$ cat config.mk
export PLATFORM = sky130hd
export DESIGN_NAME = csr_intr_ctrl
export DESIGN_NICKNAME = d
export VERILOG_FILES = /design/src/rtl/csr_intr_ctrl.sv
export SDC_FILE = /design/constraint.sdc
export NUM_CORES = 1
export LEC_CHECK = 0
export ABC_AREA = 1
export CORE_ASPECT_RATIO = 0.5
export CORE_MARGIN = 1
export CORE_UTILIZATION = 30
export CTS_CLUSTER_SIZE = 30
export DETAILED_ROUTE_END_ITERATION = 8
export GPL_ROUTABILITY_DRIVEN = 0
export PLACE_DENSITY = 0.54
export RECOVER_POWER = 25
export SYNTH_ARGS = -nofsm -noshare
export SYNTH_HDL_FRONTEND = slang
export SYNTH_SLANG_ARGS = --single-unit
$ cat constraint.sdc
create_clock -name clk -period 5.7 [get_ports clk]
set_input_delay 0.855 -clock clk [delete_from_list [all_inputs] [get_ports clk]]
set_output_delay 0.855 -clock clk [all_outputs]
set_load 0.02 [all_outputs]
$ cat src/rtl/csr_intr_ctrl.sv
// csr_intr_ctrl: machine-mode CSR file and fixed-priority interrupt controller with req/ack trap handshake
module csr_intr_ctrl #(
  parameter int          NUM_EXT_IRQ = 4,
  parameter int          SYNC_STAGES = 2,
  parameter logic [31:0] MTVEC_RESET = 32'h0
) (
  input  logic                   clk,
  input  logic                   rst,
  input  logic [31:0]            pc_i,
  input  logic [11:0]            csr_addr,
  input  logic [31:0]            csr_wdata,
  input  logic [1:0]             csr_op,
  output logic [31:0]            rdata,
  output logic                   csr_illegal,
  input  logic                   t_intr,
  input  logic                   e_intr,
  input  logic [NUM_EXT_IRQ-1:0] ext_irq,
  input  logic                   is_mret,
  output logic                   intr_req,
  input  logic                   intr_ack,
  output logic [31:0]            trap_vector,
  output logic [31:0]            epc
);
  localparam int NI = NUM_EXT_IRQ + 2;
  localparam logic [1:0] IDLE = 2'd0, REQ = 2'd1, HANDLER = 2'd2;
  localparam logic [31:0] MIE_MASK = 32'h0000_0880 | (((32'h1 << NUM_EXT_IRQ) - 32'h1) << 16);

  logic [SYNC_STAGES-1:0][NI-1:0] sync_q, sync_d;
  logic [NI-1:0] irq;
  logic [31:0] mip, pend, wr_val, tv_base;
  logic [31:0] mie_q, mie_d, mtvec_q, mtvec_d, mscratch_q, mscratch_d;
  logic [31:0] mepc_q, mepc_d, mcause_q, mcause_d;
  logic        mst_mie_q, mst_mie_d, mst_mpie_q, mst_mpie_d;
  logic [1:0]  state_q, state_d;
  logic [4:0]  cause_q, cause_d, win, tv_cause;
  logic        we, take, any_pend;

  // Shift raw interrupt levels through the synchroniser chain; the last stage feeds mip
  always_comb sync_d = {sync_q[SYNC_STAGES-2:0], {ext_irq, e_intr, t_intr}};

  assign irq = sync_q[SYNC_STAGES-1];

  // Place synchronised levels at their mip bit positions
  always_comb begin
    mip = '0;
    mip[7] = irq[0];
    mip[11] = irq[1];
    mip[16 +: NUM_EXT_IRQ] = irq[NI-1:2];
  end

  assign pend = mip & mie_q;
  assign any_pend = |pend;

  // Fixed priority: MEIP over MTIP over platform lines, lowest platform index first
  always_comb begin
    win = '0;
    for (int i = NUM_EXT_IRQ - 1; i >= 0; i--) if (pend[16 + i]) win = 5'(16 + i);
    if (pend[7]) win = 5'd7;
    if (pend[11]) win = 5'd11;
  end

  // Combinational CSR read and address decode
  always_comb begin
    rdata = '0;
    csr_illegal = 1'b0;
    case (csr_addr)
      12'h300: rdata = {24'b0, mst_mpie_q, 3'b0, mst_mie_q, 3'b0};
      12'h304: rdata = mie_q;
      12'h305: rdata = mtvec_q;
      12'h340: rdata = mscratch_q;
      12'h341: rdata = mepc_q;
      12'h342: rdata = mcause_q;
      12'h344: rdata = mip;
      default: csr_illegal = 1'b1;
    endcase
  end

  assign wr_val = csr_op == 2'b01 ? csr_wdata : csr_op == 2'b10 ? rdata | csr_wdata : rdata & ~csr_wdata;
  assign we = |csr_op && !csr_illegal;
  assign take = state_q == REQ && intr_ack && !is_mret;

  // CSR next values: trap entry beats mret, which beats software writes to mstatus/mepc/mcause
  always_comb begin
    mie_d = we && csr_addr == 12'h304 ? wr_val & MIE_MASK : mie_q;
    mtvec_d = we && csr_addr == 12'h305 ? {wr_val[31:2], 1'b0, wr_val[1:0] == 2'b01} : mtvec_q;
    mscratch_d = we && csr_addr == 12'h340 ? wr_val : mscratch_q;
    mepc_d = take ? pc_i & ~32'h3 : we && csr_addr == 12'h341 ? wr_val & ~32'h3 : mepc_q;
    mcause_d = take ? {1'b1, 26'b0, cause_q} : we && csr_addr == 12'h342 ? wr_val & 32'h8000_001F : mcause_q;
    mst_mie_d = take ? 1'b0 : is_mret ? mst_mpie_q : we && csr_addr == 12'h300 ? wr_val[3] : mst_mie_q;
    mst_mpie_d = take ? mst_mie_q : is_mret ? 1'b1 : we && csr_addr == 12'h300 ? wr_val[7] : mst_mpie_q;
  end

  // Trap handshake FSM; the cause is frozen while a request is outstanding
  always_comb begin
    state_d = state_q;
    cause_d = cause_q;
    case (state_q)
      IDLE: if (any_pend && mst_mie_q) begin
        state_d = REQ;
        cause_d = win;
      end
      REQ: state_d = take ? HANDLER : (!any_pend || !mst_mie_q) ? IDLE : REQ;
      HANDLER: if (is_mret) state_d = IDLE;
      else if (any_pend && mst_mie_q) begin
        state_d = REQ;
        cause_d = win;
      end
      default: state_d = IDLE;
    endcase
  end

  assign intr_req = state_q == REQ;
  assign tv_cause = state_q == REQ ? cause_q : win;
  assign tv_base = {mtvec_q[31:2], 2'b00};
  assign trap_vector = mtvec_q[1:0] == 2'b01 ? tv_base + {25'b0, tv_cause, 2'b00} : tv_base;
  assign epc = mepc_q;

  // State registers with asynchronous reset
  always_ff @(posedge clk or posedge rst) begin
    if (rst) begin
      sync_q <= '0;
      mie_q <= '0;
      mtvec_q <= MTVEC_RESET;
      mscratch_q <= '0;
      mepc_q <= '0;
      mcause_q <= '0;
      mst_mie_q <= 1'b0;
      mst_mpie_q <= 1'b0;
      state_q <= IDLE;
      cause_q <= '0;
    end else begin
      sync_q <= sync_d;
      mie_q <= mie_d;
      mtvec_q <= mtvec_d;
      mscratch_q <= mscratch_d;
      mepc_q <= mepc_d;
      mcause_q <= mcause_d;
      mst_mie_q <= mst_mie_d;
      mst_mpie_q <= mst_mpie_d;
      state_q <= state_d;
      cause_q <= cause_d;
    end
  end
endmodule

# After elaboration in Yosys (flattened, before gate mapping)
# Index checks and enable logic that the tools add are counted.
[totals]
ff_bits = 154
out_inout_bits = 98
[op_classes]
n_addsub = 1
n_eq_ne = 13
muxes = 30
n_bitwise = 4
n_reduce_logical = 23
[op_table]
columns = ["cell", "count"]
rows = [
  ["32-bit 2-to-1 mux", 7],
  ["32-bit case mux with 7 select lines", 1],
  ["12-bit by 10-bit == test with 1-bit output (second input constant)", 7],
  ["5-bit 2-to-1 mux", 9],
  ["32-bit by 7-bit adder with 32-bit output", 1],
  ["32-bit AND", 1],
  ["32-bit NOT", 1],
  ["32-bit OR", 1],
  ["32-bit OR reduction", 1],
  ["20-bit AND", 1],
  ["1-bit logical AND", 10],
  ["5-bit case mux with 2 select lines", 1],
  ["1-bit 2-to-1 mux", 8],
  ["7-bit OR reduction", 1],
  ["2-bit by 1-bit == test with 1-bit output (second input constant)", 3],
  ["2-bit 2-to-1 mux", 3],
  ["2-bit case mux with 3 select lines", 1],
  ["2-bit nonzero test", 3],
  ["2-bit == test (second input constant)", 2],
  ["1-bit zero test", 3],
  ["3-bit nonzero test", 1],
  ["2-bit zero test", 1],
  ["2-bit inequality test (second input constant)", 1],
  ["2-bit AND reduction", 1],
  ["other kinds (2)", 2],
]

# Longest topological paths before layout
# Gate-level depths: netlist (run 1).
[logic_depth]
word_depth = 10
depth_mapped = 21

# Worst setup path after synthesis (run 1)
# OpenSTA, ideal clock, no wires.
[synth_path]
path_kind = "reg2out"
startpoint = "register state_q[1]"
endpoint = "output trap_vector[18]"
arrival_time_ps = 3062
t_required_ps = 4845
slack_ps = 1783
stages_incl_launch_ff = 18
n_path_buf = 0
cell_sequence = "dfrtp_1 -> nor2_2 -> inv_1 -> o21ai_0 -> ha_1 -> inv_1 -> fa_1 -> inv_1 -> nand2_1 -> o21ai_0 -> nand2_1 -> nand2_1 -> nand2_1 -> nor2_1 -> nand2_1 -> inv_1 -> nand3_1 -> xnor2_1"
[synth_via]
elab_chain_len = 4
[synth_rtl]
columns = ["element", "line_no", "source"]
rows = [
  ["start, declared", "34", "logic [1:0] state_q, state_d;"],
  ["start signal, assigned", "140", "state_q <= state_d;"],
  ["2-bit by 1-bit == test with 1-bit output", "--", ""],
  ["via intr_req", "19", "output logic intr_req,"],
  ["5-bit 2-to-1 mux", "113", "assign tv_cause = state_q == REQ ? cause_q : win;"],
  ["32-bit by 7-bit adder with 32-bit output", "115", "assign trap_vector = mtvec_q[1:0] == 2'b01 ? tv_base + {25'b0, tv_cause, 2'b00} : tv_base;"],
  ["32-bit 2-to-1 mux", "115", ""],
  ["end, declared", "21", "output logic [31:0] trap_vector,"],
]
# The timed path passes the listed nets, and every way through them passes these cells.

# Worst setup path in the final report (run 1)
[layout_path]
startpoint = "register state_q[1]"
endpoint = "output trap_vector[16]"
[layout_via]
elab_chain_len = 4
[layout_rtl]
columns = ["element", "line_no"]
rows = [
  ["2-bit by 1-bit == test with 1-bit output", "113"],
  ["5-bit 2-to-1 mux", "113"],
  ["32-bit by 7-bit adder with 32-bit output", "115"],
  ["32-bit 2-to-1 mux", "115"],
]
# No other way between the ends.

==> impl_summary.log, run 1 <==
[metrics] run status: complete, but fails checks
[metrics] violations in the final reports: capacitance limit, slew limit
[metrics] top cells by area, synth: dfrtp_1 (39%), nand2_1 (20%), inv_1 (6.5%)
[metrics] fraction of the yosys area taken by sequential cells: between 30% and 40%
[metrics] initial antenna violation count: 0
[metrics] most used standard cell by instance count after synthesis: nand2_1
[metrics] max-capacitance violation count: 1
[metrics] Max clock buf depth: 2
[metrics] worst-path maximum fanout: 7
[metrics] switching power: 0.0005280 W
[metrics] capturing element type of the critical path: output pin
[metrics] Final HPWL DP: around 22 mm
[metrics] non-filler instance count after layout: around 1700
[metrics] Floorplan Core Area: around 0.026 mm²
[metrics] number of hold-slack violations in the final timing report: 0
[metrics] Final Setup Violations: 0
[metrics] Total Die Area: about 0.028 mm²
[metrics] slew at the pin with the worst max-slew slack: 3397 ps
[metrics] detail-routed via count per cell: 5.038
[metrics] Total Nets Final: approximately 1500
[metrics] fill cell instance count of the final layout: approximately 2800
[metrics] max-slew violations: 74
[metrics] Initial Utilization: between 30% and 40%
[metrics] mean cell area of the mapped netlist: approximately 6.7 µm²
[metrics] cell-internal power: 0.001736 W
[metrics] part of the total power dissipated in combinational logic: approximately 7%
[metrics] wire per inst: roughly 17 µm
[metrics] router iterations before antenna repair: 5
[metrics] IR Drop Worst-Case VDD: about 0.2 mV
[metrics] Remaining Overflow, GRT: 0
[metrics] Yosys top cell area share: 38.83%
[metrics] Clock Skews: 10.65 ps
[metrics] most used standard cells in the synthesized netlist: nand2_1 (438), inv_1 (141), dfrtp_1 (126), nor2_1 (104), o21ai_0 (94)
[metrics] DRC violation count after routing: 0
[metrics] Synth Warn #: 0
[metrics] horizontal extent of the die: roughly 230 µm
[metrics] number of nets still failing antenna checks after routing: 0
[metrics] sequential group share of total power: about 40%
[metrics] count of inserted antenna diode cells: 0
[metrics] Synth Register Bits: approximately 130
[metrics] Clk Tree Root Cell: clkbuf_16
[metrics] buffers inserted during post-CTS setup optimization: 0
[metrics] wire length after detailed routing: a little over 30 mm
[metrics] clock-pin transition on the worst setup and hold timing paths: 60 ps
[metrics] synthesized instance count: roughly 1200
[metrics] number of gates resized after CTS: 0
[metrics] Initial DRC Count: between 800 and 900
[metrics] netlist area before placement: between 0.008 and 0.009 mm²
[metrics] TritonCTS buffer count: 17
[metrics] clock latency at the later pin of the worst-skew pair: about 430 ps
[metrics] maximum number of pins on one net before global-route repair: 74
[metrics] number of top-level design ports: 186
[metrics] proportion of layout cells with a drive suffix above 1: 5.980%
[metrics] instance count after placement with tap cells included: ~1700
[metrics] number of I/O port buffers: approximately 180
[metrics] path class of the lowest-slack min-delay path: reg -> reg
[metrics] clock sink total: 126
[metrics] depth of the CTS H-tree: 4
[metrics] Async SR Flop Fraction: between 90% and 100%
[metrics] Switching Fraction: a little under a quarter
[metrics] Unique masters post-synth: 37
[metrics] unrepaired setup endpoints after global routing: no
[metrics] via count of the first global-routing pass: between 8000 and 9000
[metrics] FP Rows: between 40 and 50
[metrics] number of flops mapped to enable cells by yosys: 0
[metrics] Static Leakage: ~5.2 nW
[metrics] critical path class: reg -> out
[metrics] final sum of negative setup slack: 0 ps
[metrics] ratio of final minimum period to clock period: around 92%
[metrics] CP Data Arrival Time: between 4000 and 5000 ps
[metrics] Tmin final: approximately 5200 ps
[metrics] worst endpoint required time: ~4900 ps
[metrics] GR Util All Layers: 22.17%
[metrics] vias after detailed routing: just under 9000
[metrics] number of buffers inserted for hold repair after clock tree synthesis: 0
[metrics] total power divided by cell area: around 210 mW/mm²
[metrics] launching element type of the critical path: flip-flop
[metrics] power share of the clock group: 52.9%
[metrics] global-route wire length before repair: about 48 mm
[metrics] Synth Flop Type: dfrtp_1
[metrics] relative slew slack: -127.7%
[metrics] Achievable Freq: around 190 MHz
[metrics] Die Y-Extent: ~120 µm
[metrics] clock tree from TritonCTS: built
[metrics] Synth-to-Final Area Change: 33.37%
[metrics] largest area contributor in the synthesized netlist: dfrtp_1
-- logic make-up (layout without fill, tap and decap cells) --
family          Yosys count  after routing  synth area share [%]
buf+inv                 199            371                 10.15
simple gates            667            667                 33.94
xor+xnor                 24             24                 2.589
fa+ha+maj                 6              6                 1.017
other cells               1              4               0.04618
compound gates          190            190                 13.42
flops                   126            126                 38.83
-- critical path, stage by stage (launching register included) --
cell and delay (ps):
dfrtp_1 410, nor2_2 270, inv_1 160, o21ai_0 220, ha_1 200, inv_1 60, fa_1 440, inv_1 110
nand2_1 60, o21ai_0 460, nand2_1 130, nand2_1 120, nand2_1 70, nor2_1 110, nand2_1 120, nor2_1 150
xor2_1 210, clkdlybuf4s50_1 650
-- through the flow --
| step | hold slack, ps | power, W | instance area [µm²] | util [%] | setup WS [ps] |
|---|---|---|---|---|---|
| 6_report | 348.4 | 0.002264 | 10830 | 40.89 | 462.8 |
| 5_1_grt | 352.0 | 0.002339 | 10830 | 40.89 | 28.91 |
| 4_1_cts | 350.6 | 0.002284 | 10830 | 40.90 | 474.0 |
| 3_5_place_dp | 337.2 | 0.001084 | 10200 | 38.51 | 946.3 |
| 3_3_place_gp | 332.5 | 0.001082 | 10200 | 38.51 | 983.3 |
| 2_1_floorplan | 331.2 | 0.0009888 | 8132 | - | 1489 |
-- routing by layer --
layer  part of all wire, %  track usage, %  vias up  routed length (µm)
met5                     0               0        -                   0
met4                   2.2           7.113        0                 658
met3                   5.9           4.742       44                1803
met2                    47           35.88      305               14230
met1                    45           29.51     4236               13700
li1                      -               -     4181                   -
-- final timing paths --
kind	to	from	slack (ps)	cells past startpoint
worst max register to register	epc[31]$_DFFE_PP0P_	state_q[1]$_DFF_PP0_	2690	10
max in group asynchronous	mscratch_q[15]$_DFFE_PP0P_	rst	2230	3
worst max-delay path	trap_vector[16]	state_q[1]$_DFF_PP0_	460	17
worst min-delay path	irq[5]$_DFF_PP0_	sync_d[11]$_DFF_PP0_	350	0
min in group asynchronous	sync_d[7]$_DFF_PP0_	rst	1840	2
worst min register to register	irq[5]$_DFF_PP0_	sync_d[11]$_DFF_PP0_	350	0
-- flip-flops by register name (all words and copies together) (netlist names) --
register,count
sync_d,6
irq,6
epc,30
state_q,2
mcause_q,6
mst_mie_q,1
mscratch_q,32
mst_mpie_q,1
mtvec_q,31
mie_q,6
cause_q,5
-- power groups by stage --
stage | logic [W] | registers (W) | clock network [W]
floorplan | 0.0000669 | 0.000922 | 0
global placement | 0.000160 | 0.000922 | 0
detailed placement | 0.000162 | 0.000922 | 0
CTS | 0.000162 | 0.000906 | 0.00122
global route | 0.000174 | 0.000906 | 0.00126
finish | 0.000160 | 0.000906 | 0.00120
-- layout make-up --
cell class,instances,area [µm²],area share [%]
flip-flops and latches,126,3153,29.11
well taps,352,440.4,4.067
clock inverters,10,161.4,1.490
clock buffers,21,470.5,4.344
inverters,150,566.8,5.233
multi-input cells,891,4164,38.45
repair buffers,190,1874,17.31
-- layout by cell type (no fill, tap or decap), drive strengths merged, types with 3 or more instances in the layout --
master,instances
nor2,116
xnor2,3
o22ai,10
or2,9
clkinv,3
nand2,445
nor3,10
bufinv,4
inv,149
o2111ai,3
ha,5
clkbuf,21
dfrtp,126
dlygate4sd3,8
xor2,21
a21oi,10
buf,11
nand4,10
nand3,74
o211ai,7
o21ai,133
clkdlybuf4s50,171
clkinvlp,4
conb,4
o221ai,21
Note: power is estimated with default switching activity, not from simulation.
==> inputs of run 2 (changes only) <==
CORE_UTILIZATION = 28   (was 30)
HOLD_SLACK_MARGIN = 0.05   (was unset)
PLACE_DENSITY = 0.52   (was 0.54)
==> impl_summary.log, run 2 (synthesis gave the netlist of run 1 again) <==
[metrics] run status: complete, but fails checks
[metrics] violations in the final reports: capacitance limit, slew limit
[metrics] Clock Skews: 9.869 ps (-0.7823 ps)
[metrics] Tmin final: 5327 ps (+89.78 ps)
[metrics] Total Nets Final: 1472 (+0.14%)
[metrics] critical path class: reg -> out
[metrics] clock sink total: 126 (unchanged)
[metrics] Initial DRC Count: 690 (-18%)
[metrics] relative slew slack: -43.23% (+85 points)
[metrics] Remaining Overflow, GRT: 0 (unchanged)
[metrics] placed cell areas: 0.01025 mm² (+0.47%)
[metrics] number of top-level design ports: 186 (unchanged)
[metrics] max-capacitance violation count: 2 (+1)
[metrics] via count of the first global-routing pass: 8342 (-1.9%)
[metrics] Switching Fraction: 23.49% (+0.17 points)
[metrics] power share of the clock group: 52.6% (-0.3 points)
[metrics] part of the total power dissipated in combinational logic: 7.2% (about the same)
[metrics] met2 Use GR: 35.20% (-0.69 points)
[metrics] vias after detailed routing: 8750 (-0.18%)
[metrics] max-slew violations: 80 (+8.1%)
[metrics] Static Leakage: 5.241 nW (+0.13%)
[metrics] Die Y-Extent: 122.4 µm (+3.5%)
[metrics] max reg flops: 32 (unchanged)
[metrics] router iterations before antenna repair: 5 (unchanged)
[metrics] proportion of layout cells with a drive suffix above 1: 6.039% (+0.059 points)
[metrics] cell-internal power: 0.001724 W (-0.71%)
[metrics] switching power: 0.0005293 W (+0.23%)
[metrics] path class of the lowest-slack min-delay path: reg -> reg
[metrics] initial antenna violation count: 0 (unchanged)
[metrics] clock-pin transition on the worst setup and hold timing paths: 60 ps (about the same)
[metrics] slew at the pin with the worst max-slew slack: 2149 ps (-1249 ps)
[metrics] IR Drop Worst-Case VDD: 0.1991 mV (-1.9%)
[metrics] Final HPWL DP: 23.08 mm (+3.8%)
[metrics] Max clock buf depth: 2 (unchanged)
[metrics] fill cell instance count of the final layout: 3001 (+7.5%)
[metrics] FP Rows: 43 (+2.4%)
[metrics] count of inserted antenna diode cells: 0 (unchanged)
[metrics] Final Setup Violations: 0 (unchanged)
[metrics] Initial Utilization: 28.91% (-1.7 points)
[metrics] Achievable Freq: 187.7 MHz (-1.7%)
[metrics] wire per inst: 17.54 µm (+0.41%)
[metrics] instance count after placement with tap cells included: 1741 (+1.9%)
[metrics] worst-path maximum fanout: 7 (unchanged)
[metrics] unrepaired setup endpoints after global routing: no
[metrics] launching element type of the critical path: flip-flop
[metrics] sequential group share of total power: 40.2% (+0.2 points)
[metrics] DRC violation count after routing: 0 (unchanged)
[metrics] clock latency at the later pin of the worst-skew pair: 440 ps (about the same)
[metrics] final sum of negative setup slack: 0 ps (unchanged)
[metrics] most frequent standard cell in the layout excluding fill and tap cells: nand2_1
[metrics] number of I/O port buffers: 179 (unchanged)
[metrics] highest-utilization routing layer at the global route stage: met2
[metrics] clock tree from TritonCTS: built
[metrics] setup slack of the worst register-to-register path: 2730 ps (+40 ps)
[metrics] CP Data Arrival Time: 4470 ps (+90 ps)
[metrics] number of hold-slack violations in the final timing report: 0 (unchanged)
[metrics] Layout Cell Area excl Fill: 0.01087 mm² (+0.34%)
[metrics] worst endpoint required time: 4850 ps (about the same)
[metrics] number of nets still failing antenna checks after routing: 0 (unchanged)
[metrics] Clk Tree Root Cell: clkbuf_16
[metrics] GR met1 Demand/Resource: 28.07% (-1.4 points)
[metrics] wire length after detailed routing: 31.09 mm (+2.3%)
[metrics] number of gates resized after CTS: 0 (unchanged)
[metrics] detail-routed via count per cell: 4.935 (-2.0%)
[metrics] top library cells by usage in the layout, fill and taps aside: nand2_1 (438), clkdlybuf4s50_1 (172), inv_1 (140)
[metrics] Total Die Area: 0.02973 mm² (+7.1%)
[metrics] capturing element type of the critical path: output pin
[metrics] GR Util All Layers: 20.91% (-1.3 points)
[metrics] buffers inserted during post-CTS setup optimization: 0 (unchanged)
[metrics] TritonCTS buffer count: 17 (unchanged)
[metrics] number of buffers inserted for hold repair after clock tree synthesis: 0 (unchanged)
[metrics] Most flops, register: mscratch_q
[metrics] non-filler instance count after layout: 1773 (+1.9%)
[metrics] maximum number of pins on one net before global-route repair: 54 (-27%)
[metrics] global-route wire length before repair: 47.65 mm (+0.12%)
[metrics] Synth-to-Final Area Change: 33.82%
[metrics] total power divided by cell area: 207.4 mW/mm² (-0.82%)
[metrics] met3 track utilization from global routing: 3.258% (-1.5 points)
[metrics] horizontal extent of the die: 242.8 µm (+3.5%)
[metrics] Floorplan Core Area: 0.02808 mm² (+6.0%)
[metrics] ratio of final minimum period to clock period: 93.46% (+1.6 points)
[metrics] depth of the CTS H-tree: 4 (unchanged)
[run 2: power by group through the flow]
stage | Sequential (W) | Combinational (W) | Clock (W)
after floorplan | 0.000922 | 0.0000669 | 0
after global placement | 0.000922 | 0.000163 | 0
after detailed placement | 0.000922 | 0.000164 | 0
after CTS | 0.000906 | 0.000164 | 0.00120
after global routing | 0.000906 | 0.000176 | 0.00123
final | 0.000906 | 0.000161 | 0.00119
[run 2: area by class of cell]
cell class,count,area (µm²),share of cell area [%]
Sequential cell,126,3153,29.02
Inverter,150,566.8,5.216
Clock buffer,21,460.4,4.237
Timing Repair Buffer,192,1886,17.35
Tap cell,382,478.0,4.398
Clock inverter,11,163.9,1.508
Multi-Input combinational cell,891,4159,38.27
[run 2: worst max-delay path, cell delays in order, from the launching register on]
cell	delay, ps
dfrtp_1	410
nor2_2	270
inv_1	170
o21ai_0	220
ha_1	200
inv_1	60
fa_1	440
inv_1	100
nand2_1	60
o21ai_0	490
nand2_1	150
nand2_1	120
nand2_1	70
nor2_1	110
nand2_1	130
inv_1	110
nand3_1	90
xnor2_1	190
clkdlybuf4s50_1	660
[run 2: path summary, 6_finish.rpt]
| kind | from | to | depth (start not counted) |
|---|---|---|---|
| max | state_q[1]$_DFF_PP0_ | trap_vector[18] | 18 |
| max in group asynchronous | rst | mtvec_q[11]$_DFFE_PP0P_ | 3 |
| min in group asynchronous | rst | sync_d[7]$_DFF_PP0_ | 2 |
| max reg2reg | state_q[1]$_DFF_PP0_ | epc[25]$_DFFE_PP0P_ | 9 |
| min reg2reg | sync_d[6]$_DFF_PP0_ | irq[0]$_DFF_PP0_ | 0 |
| min | sync_d[6]$_DFF_PP0_ | irq[0]$_DFF_PP0_ | 0 |
[run 2: metrics by stage]
stage / hold slack (ps) / setup WS [ps] / power, W / utilization (%)
after floorplan: 331.2 / 1489 / 0.0009888 / -
after global placement: 333.6 / 999.8 / 0.001084 / 36.49
after detailed placement: 335.6 / 893.3 / 0.001085 / 36.49
after CTS: 349.3 / 408.7 / 0.002267 / 38.71
after global routing: 352.5 / 59.58 / 0.002316 / 38.69
final: 347.2 / 373.0 / 0.002253 / 38.69
[run 2: metal layers]
| metal | part of all wire, % | wire, µm |
|---|---|---|
| met1 | 46 | 14180 |
| met2 | 48 | 14950 |
| met3 | 4.9 | 1530 |
| met4 | 1.4 | 439 |
| met5 | 0 | 0 |
